==> config.mk <==
export PLATFORM = sky130hd
export DESIGN_NAME = order_queue_ctrl_flat
export DESIGN_NICKNAME = d
export VERILOG_FILES = /design/src/rtl/order_queue_ctrl_if.sv /design/src/rtl/order_queue_ctrl.sv /design/src/flat_wrapper.sv
export SDC_FILE = /design/constraint.sdc
export NUM_CORES = 1
export LEC_CHECK = 0
export CAP_MARGIN = 20
export CORE_ASPECT_RATIO = 0.6
export CORE_UTILIZATION = 54
export DETAILED_ROUTE_END_ITERATION = 12
export GPL_ROUTABILITY_DRIVEN = 0
export PLACE_DENSITY = 0.81
export SLEW_MARGIN = 20
export SYNTH_ARGS = -nofsm -noshare
export SYNTH_HDL_FRONTEND = slang
export SYNTH_SLANG_ARGS = --single-unit
==> constraint.sdc <==
create_clock -name clock -period 5.83 [get_ports clock]
set_input_delay 0.583 -clock clock [delete_from_list [all_inputs] [get_ports clock]]
set_output_delay 0.583 -clock clock [all_outputs]
set_load 0.1 [all_outputs]
==> src/rtl/order_queue_ctrl_if.sv <==
// Handshake/status bundle for the in-order dispatch queue.
// The queue owner (slave) receives requests and drives status back to the issuing side (master).
interface order_queue_ctrl_if #(
  parameter int unsigned WIDTH = 5,
  parameter int unsigned DEPTH = 32
);
  localparam int unsigned AW = $clog2(DEPTH);

  logic [WIDTH-1:0] inData;
  logic             new_data;
  logic             out_data;
  logic             flush;
  logic             rollback;
  logic [AW:0]      rb_ptr;
  logic [WIDTH-1:0] outData;
  logic             full;
  logic             empty;
  logic             almost_full;
  logic [AW:0]      count;
  logic [AW:0]      tail_ptr;
  logic [1:0]       err;

  modport master (
    output inData, new_data, out_data, flush, rollback, rb_ptr,
    input  outData, full, empty, almost_full, count, tail_ptr, err
  );

  modport slave (
    input  inData, new_data, out_data, flush, rollback, rb_ptr,
    output outData, full, empty, almost_full, count, tail_ptr, err
  );
endinterface

==> src/rtl/order_queue_ctrl.sv <==
// In-order dispatch queue: records issued Rd tags and releases them in program order at commit.
// Circular buffer with wrap-bit pointers, tail checkpoint/rollback, flush and sticky error flags.
module order_queue_ctrl #(
  parameter int unsigned WIDTH    = 5,
  parameter int unsigned DEPTH    = 32,
  parameter int unsigned AF_LEVEL = 28
) (
  input logic              clock,
  input logic              reset_n,
  order_queue_ctrl_if.slave q
);
  localparam int unsigned AW = $clog2(DEPTH);
  localparam int unsigned PW = AW + 1;

  logic [WIDTH-1:0] mem_q [DEPTH];

  logic [PW-1:0] rd_q, rd_d;
  logic [PW-1:0] wr_q, wr_d;
  logic [PW-1:0] count_q, count_d;
  logic          empty_q, empty_d;
  logic          full_q, full_d;
  logic          af_q, af_d;
  logic [1:0]    err_q, err_d;

  logic          push_ok;
  logic          pop_ok;
  logic [PW-1:0] rb_off;
  logic [PW-1:0] live;

  // Next-state: flush beats rollback beats push; pop is only blocked by flush or empty.
  always_comb begin
    push_ok = 1'b0;
    pop_ok  = 1'b0;
    rd_d    = rd_q;
    wr_d    = wr_q;
    err_d   = err_q;
    rb_off  = '0;
    live    = '0;

    pop_ok = q.out_data && !empty_q && !q.flush;
    if (q.out_data && empty_q && !q.flush) err_d[1] = 1'b1;
    rd_d = rd_q + PW'(pop_ok);

    if (q.flush) begin
      wr_d = rd_q;
    end else if (q.rollback) begin
      // A snapshot older than the (post-pop) head points at committed entries: empty instead.
      rb_off = q.rb_ptr - rd_d;
      live   = wr_q - rd_d;
      wr_d   = (rb_off <= live) ? q.rb_ptr : rd_d;
    end else begin
      push_ok = q.new_data && !full_q;
      if (q.new_data && full_q) err_d[0] = 1'b1;
      wr_d = wr_q + PW'(push_ok);
    end

    count_d = wr_d - rd_d;
    empty_d = (count_d == '0);
    full_d  = (count_d == PW'(DEPTH));
    af_d    = (count_d >= PW'(AF_LEVEL));
  end

  // Pointer, flag and error registers.
  always_ff @(posedge clock or negedge reset_n) begin
    if (!reset_n) begin
      rd_q    <= '0;
      wr_q    <= '0;
      count_q <= '0;
      empty_q <= 1'b1;
      full_q  <= 1'b0;
      af_q    <= 1'b0;
      err_q   <= '0;
    end else begin
      rd_q    <= rd_d;
      wr_q    <= wr_d;
      count_q <= count_d;
      empty_q <= empty_d;
      full_q  <= full_d;
      af_q    <= af_d;
      err_q   <= err_d;
    end
  end

  // Tag storage is not reset; the head is masked while empty.
  always_ff @(posedge clock) begin
    if (push_ok) mem_q[wr_q[AW-1:0]] <= q.inData;
  end

  assign q.outData     = empty_q ? '0 : mem_q[rd_q[AW-1:0]];
  assign q.full        = full_q;
  assign q.empty       = empty_q;
  assign q.almost_full = af_q;
  assign q.count       = count_q;
  assign q.tail_ptr    = wr_q;
  assign q.err         = err_q;
endmodule

==> src/flat_wrapper.sv <==
// flat-port wrapper written by rule: the top's interface ports become plain ports
module order_queue_ctrl_flat 
#(
  parameter int unsigned WIDTH    = 5,
  parameter int unsigned DEPTH    = 32,
  parameter int unsigned AF_LEVEL = 28
)
  (clock, reset_n, q_inData, q_new_data, q_out_data, q_flush, q_rollback, q_rb_ptr, q_outData, q_full, q_empty, q_almost_full, q_count, q_tail_ptr, q_err);
  order_queue_ctrl_if #(.WIDTH(WIDTH), .DEPTH(DEPTH)) q_i ();
  input logic clock;
  input logic reset_n;
  input wire logic [$bits(q_i.inData)-1:0] q_inData;
  input wire logic [$bits(q_i.new_data)-1:0] q_new_data;
  input wire logic [$bits(q_i.out_data)-1:0] q_out_data;
  input wire logic [$bits(q_i.flush)-1:0] q_flush;
  input wire logic [$bits(q_i.rollback)-1:0] q_rollback;
  input wire logic [$bits(q_i.rb_ptr)-1:0] q_rb_ptr;
  output wire logic [$bits(q_i.outData)-1:0] q_outData;
  output wire logic [$bits(q_i.full)-1:0] q_full;
  output wire logic [$bits(q_i.empty)-1:0] q_empty;
  output wire logic [$bits(q_i.almost_full)-1:0] q_almost_full;
  output wire logic [$bits(q_i.count)-1:0] q_count;
  output wire logic [$bits(q_i.tail_ptr)-1:0] q_tail_ptr;
  output wire logic [$bits(q_i.err)-1:0] q_err;
  assign q_i.inData = q_inData;
  assign q_i.new_data = q_new_data;
  assign q_i.out_data = q_out_data;
  assign q_i.flush = q_flush;
  assign q_i.rollback = q_rollback;
  assign q_i.rb_ptr = q_rb_ptr;
  assign q_outData = q_i.outData;
  assign q_full = q_i.full;
  assign q_empty = q_i.empty;
  assign q_almost_full = q_i.almost_full;
  assign q_count = q_i.count;
  assign q_tail_ptr = q_i.tail_ptr;
  assign q_err = q_i.err;
  order_queue_ctrl #(.WIDTH(WIDTH), .DEPTH(DEPTH), .AF_LEVEL(AF_LEVEL)) u_core (.clock(clock), .reset_n(reset_n), .q(q_i));
endmodule
==> results of run 1 <==
==> critical path: stages, from the launching register on <==
cell and delay, ns:
dfstp_4 0.65, nor3b_4 0.06, buf_4 0.15, ha_4 0.28
ha_1 0.17, inv_2 0.06, a21o_1 0.17, maj3_2 0.32
maj3_2 0.31, maj3_2 0.32, xnor2_1 0.13, ha_1 0.36
nand4_4 0.13, or3b_4 0.46, nand2_8 0.08, o21ai_2 0.06
mux2_4 0.26, mux2_4 0.29, ha_4 0.22, nor2b_1 0.12
o21ai_1 0.13, nand2b_1 0.14, o31ai_2 0.27, a31oi_2 0.07
o21ai_2 0.20, a21o_1 0.14, nor4bb_2 0.26
==> cells by family (layout without fill, tap and decap cells) <==
logic type	Yosys count	after routing	synth area share, %
buffers and inverters	48	146	2.30
and+or+nand+nor	106	106	6.08
muxes	65	65	11.0
xor gates and xnor gates	29	29	3.27
adders and majority gates	29	29	4.39
AOI/OAI and AO/OA	88	88	7.57
DFF	183	183	65.4
==> area by class of cell <==
class | instances | area [µm²]
clock inverter | 15 | 205
tap | 198 | 248
fill | 968 | 4730
sequential | 183 | 5390
inverter | 23 | 86.3
clock buffer | 17 | 425
multi-input combinational | 317 | 2830
timing repair buffer | 91 | 762
==> timing repair <==
item | in CTS | in global routing
endpoints found under the setup margin | 5 | 5
setup buffers | 5 | 3
pin swaps | 13 | 27
gates resized for setup | 11 | 11
==> cells in the mapped netlist, drive strengths merged (2+ instances only) <==
library cell	number
edfxtp	160
nor2	45
mux2i	43
nand2	27
dfrtp	22
inv	22
o221ai	22
a21oi	21
mux4	20
clkbuf	18
xnor2	18
ha	16
o22ai	11
xor2	11
maj3	10
o21ai	9
a211oi	8
buf	7
nand3	6
a21o	4
nand2b	4
nand3b	4
nand4	4
nor3	4
fa	3
nor2b	3
a31oi	2
mux2	2
o211ai	2
or3b	2
==> how the worst min path moves through the flow <==
stage                               start              endpoint  slack, ns  depth (start not counted)
after CTS                 u_core.q.err[0]       u_core.q.err[0]       0.48                          1
after global routing      u_core.q.err[1]       u_core.q.err[1]       0.52                          1
after global placement    u_core.q.err[0]       u_core.q.err[0]       0.45                          1
after floorplan                   reset_n  u_core.q.almost_full       0.29                          0
final                     u_core.q.err[0]       u_core.q.err[0]       0.49                          1
after detailed placement  u_core.q.err[0]       u_core.q.err[0]       0.46                          1
==> flip-flops by register name, summed over array words and instances (netlist names) <==
register and flops:
u_core.q.almost_full 1, u_core.mem_q 160, u_core.q.count 6, u_core.q.empty 1, u_core.rd_q 6, u_core.q.full 1, u_core.q.tail_ptr 6, u_core.q.err 2
==> per-stage QoR <==
stage	area [µm²]	hold slack [ns]	setup slack, ns
after CTS	9890	0.483	0.0150
after detailed placement	9190	0.456	-0.655
final	9940	0.486	-0.0953
after floorplan	8340	0.287	-0.0788
after global placement	9190	0.452	-0.464
after global routing	9940	0.524	-0.328
==> per-layer routing <==
layer  vias to the layer above  global-route usage [%]  part of all wire [%]
met5                         -                       0                     0
met4                         0                    8.13                   1.8
met3                        34                    8.75                    12
met2                       314                    35.4                    43
met1                      2634                    41.2                    43
li1                       2291                       -                     -
==> impl_metrics.json, run 1 <==
{
  "cts.sinks": 183,
  "ys.warnings.count": 0,
  "synth-edff-count": 160,
  "grt_start_max_net_pins": 62,
  "drc": 0,
  "syn_area_mm2": 0.00823,
  "diodes": 0,
  "final_cell_mix": "edfxtp_1 (160), buf_4 (50), nor2_1 (45)",
  "synthArstFlopShare_pct": 12.6,
  "grt_overflow": 0,
  "hpwl_um": 13500,
  "yosys-top-cells-area": "edfxtp_1 (58%), dfrtp_1 (6.7%), mux4_2 (5.5%)",
  "initial_core_util_pct": 56.1,
  "dieArea_mm2": 0.0158,
  "syn_avg_cell_area_um2": 15.0,
  "violations": "setup timing",
  "r2r_start": "u_core.q.empty",
  "layout-drive-gt1-share_pct": 23.4,
  "cts_root_buf": "clkbuf_16",
  "endpoint": "u_core.q.full",
  "reg2reg_setup_slack_ns": -0.1,
  "via_per_inst": 6.25,
  "antenna_left": 0,
  "tightest_slew_ns": 0.994,
  "arrival_ns": 6.26,
  "final_hold_viol_count": 0,
  "numCtsBuffers": 17,
  "startpoint": "u_core.q.empty",
  "rsz0062_at_grt": "yes",
  "cts.hold.buffers_added": 0,
  "die_w_um": 161,
  "cts_tree": "done",
  "dpl.cell_count": 804,
  "fin_crit_sh_pct": 102,
  "tns_ns": -0.257,
  "setup_ws_ns": -0.0953,
  "cp_data_required_time_ns": 6.16,
  "slew_headroom_pct": 33.6,
  "worstSkewPairLatency_ns": 0.43,
  "slew_violations": 0,
  "final_util_pct": 67.8,
  "ys.flop_type": "edfxtp_1",
  "ys_seq_area_share_pct": 65.4,
  "synth_area_leader_cell": "edfxtp_1",
  "maxCapViolations": 0,
  "endpoint_kind": "flip-flop",
  "nNetsFinal": 669,
  "ys_seq_elements": 183,
  "synth_top_cell_area_share_pct": 58.4,
  "fmax_ghz": 0.169,
  "layout_commonest_cell": "edfxtp_1",
  "hp-class": "flip-flop to flip-flop",
  "finalSetupViolCount": 4,
  "core_mm2": 0.0147,
  "wl_per_cell_um": 23.8,
  "cts.clk_slew.worst_paths_ns": 0.08,
  "path_max_fanout": 3,
  "vias": 5273,
  "outcome": "complete, but fails checks",
  "syn_nets": 584,
  "drtIter0Drc": 612,
  "rr_endpoint": "u_core.q.full",
  "port_buffers": 38,
  "io_pins": 39,
  "crit_path_start_kind": "flip-flop",
  "grt_pass1_wl_um": 29900,
  "synthCells": 548,
  "wl_um": 20100,
  "fin_skew_ns": 0.00699,
  "synth_cell_types": 55,
  "grt_pass1_vias": 4992,
  "grt_use_total_pct": 26.7,
  "die_y_um": 97.6,
  "worstSetupPathType": "flip-flop to flip-flop",
  "cts.path.max_buffers": 2,
  "antenna_found_initial": 0,
  "drt-pass1-iter-count": 7,
  "num_rows": 34,
  "final_cells": 844,
  "htreeDepth": 4,
  "reg2regPathDepth": 26,
  "min_period_ns": 5.93,
  "syn_to_final_growth_pct": 20.9
}
Power of run 1 is not shown: default switching activity piles up to over one toggle a cycle in this logic, so the estimate is an artifact.
==> run 2: changes to the inputs <==
- CORE_UTILIZATION: 54 -> 65
- PLACE_DENSITY: 0.81 -> 0.91
- clock period: 5.83 -> 7.62 ns (I/O delays scaled with it)
==> run 2 against run 1 <==
Compared with the run above: the run now ends clean; routed wire length fell by 2.2%; core utilization increased by 8.6 points; global-route usage increased by 5.5 points; critical path depth did not move; design area shrank 6.4%; sequential share of layout area up 3.7 points; worst hold slack worse by 0.19 ns; setup slack better by 0.50 ns; clock skew is 0.0034 ns higher; register-to-register slack improved by 0.64 ns; non-clock buffer count decreased by 46; via count fell by 0.70%.
==> impl_metrics.json, run 2 (synthesized netlist as in run 1, its figures left out) <==
{
  "outcome": "complete, no violations",
  "port_buffers": 38,
  "worstSetupPathType": "input pin to flip-flop",
  "syn_to_final_growth_pct": 13.1,
  "io_pins": 39,
  "post-place-ws_ns": 0.0806,
  "highest_layer": "met4",
  "drtIter0Drc": 786,
  "cts_tree": "done",
  "slew_violations": 0,
  "drc": 0,
  "worstSkewPairLatency_ns": 0.44,
  "grt_use_total_pct": 32.2,
  "fin_crit_sh_pct": 94.7,
  "hp-class": "input pin to asynchronous set/reset pin",
  "tightest_slew_ns": 1.01,
  "htreeDepth": 4,
  "endpoint_kind": "flip-flop",
  "num_rows": 31,
  "cts_root_buf": "clkbuf_16",
  "cts.hold.buffers_added": 0,
  "final_cell_mix": "edfxtp_1 (160), nor2_1 (45), mux2i_1 (43)",
  "nNetsFinal": 623,
  "drt-met1-wl_um": 7970,
  "grt_pass1_wl_um": 29600,
  "largest_reg_flops": 160,
  "crit_path_start_kind": "input pin",
  "grt_start_max_net_pins": 62,
  "ctsResizeCount": 0,
  "antenna_left": 0,
  "startpoint": "q_out_data",
  "fin_skew_ns": 0.0104,
  "antenna_found_initial": 0,
  "finalSetupViolCount": 0,
  "dr_wl_met3_um": 2500,
  "fmax_ghz": 0.139,
  "via_per_inst": 6.84,
  "final_hold_viol_count": 0,
  "hpwl_um": 12800,
  "final_util_pct": 76.4,
  "route.met2.wl_um": 8790,
  "cts.clk_slew.worst_paths_ns": 0.07,
  "tns_ns": 0,
  "drt-pass1-iter-count": 6,
  "post_dp_cell_area_mm2": 0.00876,
  "grt_overflow": 0,
  "dieArea_mm2": 0.0131,
  "diodes": 0,
  "path_max_fanout": 6,
  "vias": 5236,
  "wl_per_cell_um": 25.7,
  "arrival_ns": 7.56,
  "core_mm2": 0.0122,
  "cts.sinks": 183,
  "die_y_um": 89.2,
  "cp_data_required_time_ns": 7.96,
  "wl_um": 19700,
  "grt_pass1_vias": 5026,
  "maxCapViolations": 0,
  "setup_ws_ns": 0.400,
  "min_period_ns": 7.22,
  "layout-drive-gt1-share_pct": 13.0,
  "layout_commonest_cell": "edfxtp_1",
  "die_w_um": 147,
  "numCtsBuffers": 17,
  "initial_core_util_pct": 67.6,
  "cts.path.max_buffers": 2,
  "r2r_start": "u_core.q.empty",
  "slew_headroom_pct": 32.3,
  "post-cts-setup-buffers": 0,
  "rsz0062_at_grt": "no",
  "fin_area_mm2": 0.00930
}
==> run 2: cell types whose count changed in the layout (fill, tap and decap cells not counted), moves of 3 or more <==
cell | before | now
o21ai_0 | 5 | 8
maj3_2 | 7 | 1
maj3_1 | 3 | 9
clkinv_8 | 3 | 0
ha_1 | 11 | 16
buf_4 | 50 | 6
buf_6 | 3 | 0
ha_4 | 3 | 0
==> run 2: critical path, stage by stage <==
cell             delay (ns)
clkdlybuf4s50_1        0.42
nor3b_1                0.17
ha_1                   0.24
xnor2_1                0.58
ha_1                   0.36
a21o_1                 0.16
maj3_1                 0.40
maj3_1                 0.37
maj3_1                 0.38
xnor2_1                0.15
ha_1                   0.34
nand4_2                0.16
or3b_1                 0.45
nand2_1                0.15
o21ai_0                0.10
mux2_2                 0.33
mux2_2                 0.29
ha_1                   0.27
nor2b_1                0.12
o21ai_0                0.14
nand2b_1               0.12
o31ai_1                0.23
a31oi_1                0.07
o21ai_0                0.27
a21o_1                 0.23
nor4bb_2               0.30
==> run 2: final timing paths <==
check	slack [ns]	end	depth (start not counted)
worst max-delay path	0.40	u_core.q.full	26
worst min-delay path	0.30	u_core.q.err[1]	1
worst max register to register	0.54	u_core.q.full	25
worst min register to register	0.50	u_core.q.err[0]	1
max in group asynchronous	6.91	u_core.rd_q[0]	1
min in group clock	0.50	u_core.q.err[0]	1
==> run 2: layout make-up <==
class / instances / area (µm²)
fillers: 701 / 2880
clock inverters: 13 / 110
inverters: 23 / 86.3
well taps: 165 / 206
multi-input cells: 317 / 2660
clock buffers: 19 / 443
repair buffers: 45 / 415
flip-flops and latches: 183 / 5390
==> run 2: per-layer routing <==
layer,global-route usage [%],up-vias
met2,49.1,405
met1,46.1,2578
met3,8.11,49
met4,11.1,0
li1,-,2204
met5,0,-
==> run 2: stage by stage <==
stage	hold slack, ns	std cells
floorplan	0.466	548
global placement	0.451	732
detailed placement	0.476	732
CTS	0.498	764
global route	0.333	765
finish	0.301	765
Power of run 2 is left out for the same reason.
==> edit 1: new RTL, flow settings as in run 2 <==
Make the reset (`reset_n`) synchronous in one clocked block.
--- a/src/rtl/order_queue_ctrl.sv
+++ b/src/rtl/order_queue_ctrl.sv
@@ -62,5 +62,5 @@
 
   // Pointer, flag and error registers.
-  always_ff @(posedge clock or negedge reset_n) begin
+  always_ff @(posedge clock) begin
     if (!reset_n) begin
       rd_q    <= '0;
Check against the original RTL: differs if reset_n is asserted again (counterexample within 4 cycles, from zero or initial values and one cycle with reset_n low); with reset_n held inactive, the same outputs for 10 cycles.
==> edit 1 against run 2 <==
  * Critical endpoint is now u_core.q.almost_full
  * First-iteration DRC count is 19% lower
  * Design area shrank 0.98%
  * Worst hold slack better by 0.21 ns
  * Area after synthesis down 1.0%
  * Count of clock-buffer cells in the layout fell by 1
  * Register-to-register slack better by 0.33 ns
  * Wire length shrank 5.7%
  * Highest routed layer unchanged
  * Sequential cell count unchanged
  * Worst setup slack gained 0.13 ns
  * Largest cell class unchanged
==> edit 1: results (changes against run 2) <==
Critical Path Max Stage Delay=0.47 ns (-0.11 ns); # hold bufs at CTS=0 (unchanged); total wire length=18600 um (-5.7%); wire length on met3=2350 um (-6.3%); initial detailed-routing violation count=636 (-19%); Post-CTS Resized=0 (unchanged); hold slack=0.511 ns (+0.210 ns); Worst-path clk slew=0.07 ns (about the same); n_diodes=0 (unchanged); synth unique cells=55 (unchanged); GR Util met1=0.445 (-0.0160); Root Buffer=clkbuf_16; first-pass GRT wire length=27500 um (-7.3%); status=completed; synth cell count leaders=edfxtp_1, nor2_1, mux4_2, dfxtp_1, xnor2_1; Worst R2R End=u_core.q.almost_full; GRT Total Usage=0.305 (-0.0164); Synth warnings=0 (unchanged); dpl cells=687 (-6.1%); power group with the largest share=registers; final worst slack=0.533 ns (+0.133 ns); worst skew pair latency=0.43 ns; postcts setup bufs=0 (unchanged); FF-to-FF path depth=27 (+8.0%); drt pass-1 iters=5 (-1); post-synth net total=534 (-8.6%); Critical Path Slowest Stage Cell=clkdlybuf4s50_1; largest net degree at the start of global routing=42 (-32%); Critical R2R Launch=u_core.q.empty; Final #Nets=577 (-7.4%); top post-synthesis cells by area=edfxtp_1, mux4_2, dfxtp_1; routed length on met1=7590 um (-4.8%); Avg Synthesized Cell Area=16.4 um^2 (+8.9%); via count=4731 (-9.6%); Post-synth EDFFs=160 (unchanged); metal2 WL=8270 um (-5.9%); arrival time at the worst endpoint=7.43 ns (-0.13 ns); worst-path fanout max=11 (+5); ys async rst share=0 (-0.126); worst vdd ir=0.000202 V; slew margin rel.=0.333 (+0.0108); Reg2Reg Setup Slack=0.87 ns (+0.33 ns); routed vias/inst=6.58 (-3.9%); grt met3 use=0.0892 (+0.00805); sequential-to-total area share from yosys stat=0.646 (-0.00765); pre-CTS WS=0.189 ns (+0.108 ns); met2 usage=0.459 (-0.0325); Worst Hold End=u_core.q.err[1]; number of antenna violations at the first check in global routing=0 (unchanged); top layer in use=met4; dpl hpwl=12300 um (-3.8%); Placed Area=8690 um^2 (-0.79%); final setup skew=0.0109 ns (+0.000462 ns); path type of the worst min-delay path=register to register; Hold Startpoint=u_core.q.err[1]; share of cells above drive strength 1=0.202 (+0.0722); number of global-route vias before repair=4570 (-9.1%); Longest Clk Path Bufs=2 (unchanged)
[edit 1: changes by cell type in the layout (fill, tap and decap cells not counted), sizes merged, moves of 5 or more]
cell / change
mux2i: -36
mux4: +30
dfxtp: +23
dfrtp: -22
o221ai: -20
nor2: +19
inv: -11
nand2: -10
o22ai: -10
a211oi: -6
a21oi: -5
[edit 1: how the worst max path moves through the flow]
stage / from / endpoint / depth (start not counted)
finish: q_out_data / u_core.q.almost_full / 28
detailed placement: q_out_data / u_core.q.almost_full / 28
floorplan: u_core.q.empty / u_core.q.full / 28
global placement: q_out_data / u_core.q.full / 28
CTS: q_out_data / u_core.q.almost_full / 28
global route: q_out_data / u_core.q.almost_full / 28
[edit 1: cells by family (layout without fill, tap and decap cells)]
group / after synthesis / count (layout) / share of synthesized area
AOI/OAI and AO/OA: 46 / 46 / 0.0406
xor gates and xnor gates: 34 / 34 / 0.0384
adders and majority gates: 29 / 29 / 0.0445
buffers and inverters: 35 / 91 / 0.0186
DFF: 183 / 183 / 0.646
muxes: 57 / 57 / 0.147
and+or+nand+nor: 114 / 114 / 0.0647
[edit 1: critical path, delay by kind of cell]
kind	cells	cell delay [ns]
compound gates	7	1.19
mux	1	0.09
xor+xnor	3	0.48
fa+ha+maj	8	2.81
simple gates	5	1.24
buf+inv	4	0.84
[edit 1: stage by stage]
step / utilization / total power, mW
finish: 0.759 / 2.32
global route: 0.759 / 2.39
CTS: 0.761 / 2.32
detailed placement: 0.716 / 1.52
floorplan: - / 1.41
global placement: 0.716 / 1.51
[edit 1: cell type report]
type                    count  area [um^2]
clock buffers              18          429
clock inverters            14          116
fillers                   683         2930
inverters                  13         48.8
multi-input cells         280         2730
flip-flops and latches    183         5270
well taps                 165          206
repair buffers             46          415
==> edit 2: new RTL, flow settings as in run 2 <==
Without the edit above. `DEPTH` is set to 32 in 3 places; all go to 64.
--- a/src/rtl/order_queue_ctrl_if.sv
+++ b/src/rtl/order_queue_ctrl_if.sv
@@ -3,5 +3,5 @@
 interface order_queue_ctrl_if #(
   parameter int unsigned WIDTH = 5,
-  parameter int unsigned DEPTH = 32
+  parameter int unsigned DEPTH = 64
 );
   localparam int unsigned AW = $clog2(DEPTH);
--- a/src/rtl/order_queue_ctrl.sv
+++ b/src/rtl/order_queue_ctrl.sv
@@ -3,5 +3,5 @@
 module order_queue_ctrl #(
   parameter int unsigned WIDTH    = 5,
-  parameter int unsigned DEPTH    = 32,
+  parameter int unsigned DEPTH    = 64,
   parameter int unsigned AF_LEVEL = 28
 ) (
--- a/src/flat_wrapper.sv
+++ b/src/flat_wrapper.sv
@@ -3,5 +3,5 @@
 #(
   parameter int unsigned WIDTH    = 5,
-  parameter int unsigned DEPTH    = 32,
+  parameter int unsigned DEPTH    = 64,
   parameter int unsigned AF_LEVEL = 28
 )
Interface: changed (resized q_count, q_rb_ptr and q_tail_ptr); port bits go from 39 to 42. The function was not compared with the original's and may differ.
==> edit 2 against run 2 <==
  * Sequential share of layout area up 4.6 points
  * Worst setup slack better by 0.14 ns
  * Critical path type unchanged
  * Design area up 77%
  * Wire length up 80%
  * Area after synthesis up 80%
  * Critical endpoint unchanged
  * Sequential cell count up 163
==> edit 2: results (changes against run 2) <==
initial detailed-routing violation count=1487 (+89%); path type of the worst min-delay path=register to register; total wire length=35500 um (+80%); pre-CTS WS=0.130 ns (+0.0492 ns); Critical Path Max Stage Delay=0.49 ns (-0.09 ns); GR Util met1=0.472 (+0.0105); metal2 WL=16500 um (+88%); Worst-Margin Slew=1.06 ns (+0.0454 ns); post-synth net total=850 (+46%); TritonCTS buffer count=29 (+12); via count=8196 (+57%); NonClk Buf Share=0.0279 (-0.0168); n_diodes=1 (+1); largest net degree at the start of global routing=65 (+4.8%); Reg2Reg Setup Slack=0.59 ns (+0.05 ns); ys async rst share=0.0751 (-0.0505); synth cell count leaders=edfxtp_1, mux4_2, nor2_1, clkbuf_1, dfrtp_1; GRT Total Usage=0.319 (-0.00244); met2 usage=0.467 (-0.0248); Fmax=141 MHz (+1.9%); bufs w/o clock=49 (+8.9%); dpl cells=1123 (+53%); final setup skew=0.0253 ns (+0.0149 ns); synth unique cells=65 (+18%); WL/cell=30.2 um (+17%); Multi-Input Combinational=400 (+26%); hold slack=0.471 ns (+0.170 ns); status=completed; invs w/o clock=20 (-13%)
-- edit 2: changes by cell type after synthesis, sizes merged, moves of 5 or more --
cell	delta
nand2	-6
mux2i	-39
mux4	+85
nor2	+47
nor2b	+5
ha	+7
edfxtp	+160
o221ai	-21
buf	+11
xnor2	+8
o22ai	-8
clkbuf	+7
-- edit 2: repair_timing --
| item | CTS | global route |
|---|---|---|
| gates resized for setup | 0 | 1 |
| hold endpoints to repair | 0 | 0 |
| hold buffers | 0 | 0 |
| endpoints found under the setup margin | 0 | 1 |
-- edit 2: how the worst max path moves through the flow --
stage	startpoint	end	depth (start not counted)
after floorplan	q_flush	u_core.q.almost_full	28
after global placement	q_out_data	u_core.q.full	27
after detailed placement	q_out_data	u_core.q.full	27
after CTS	q_out_data	u_core.q.full	27
after global routing	q_out_data	u_core.q.full	28
final	q_out_data	u_core.q.full	26
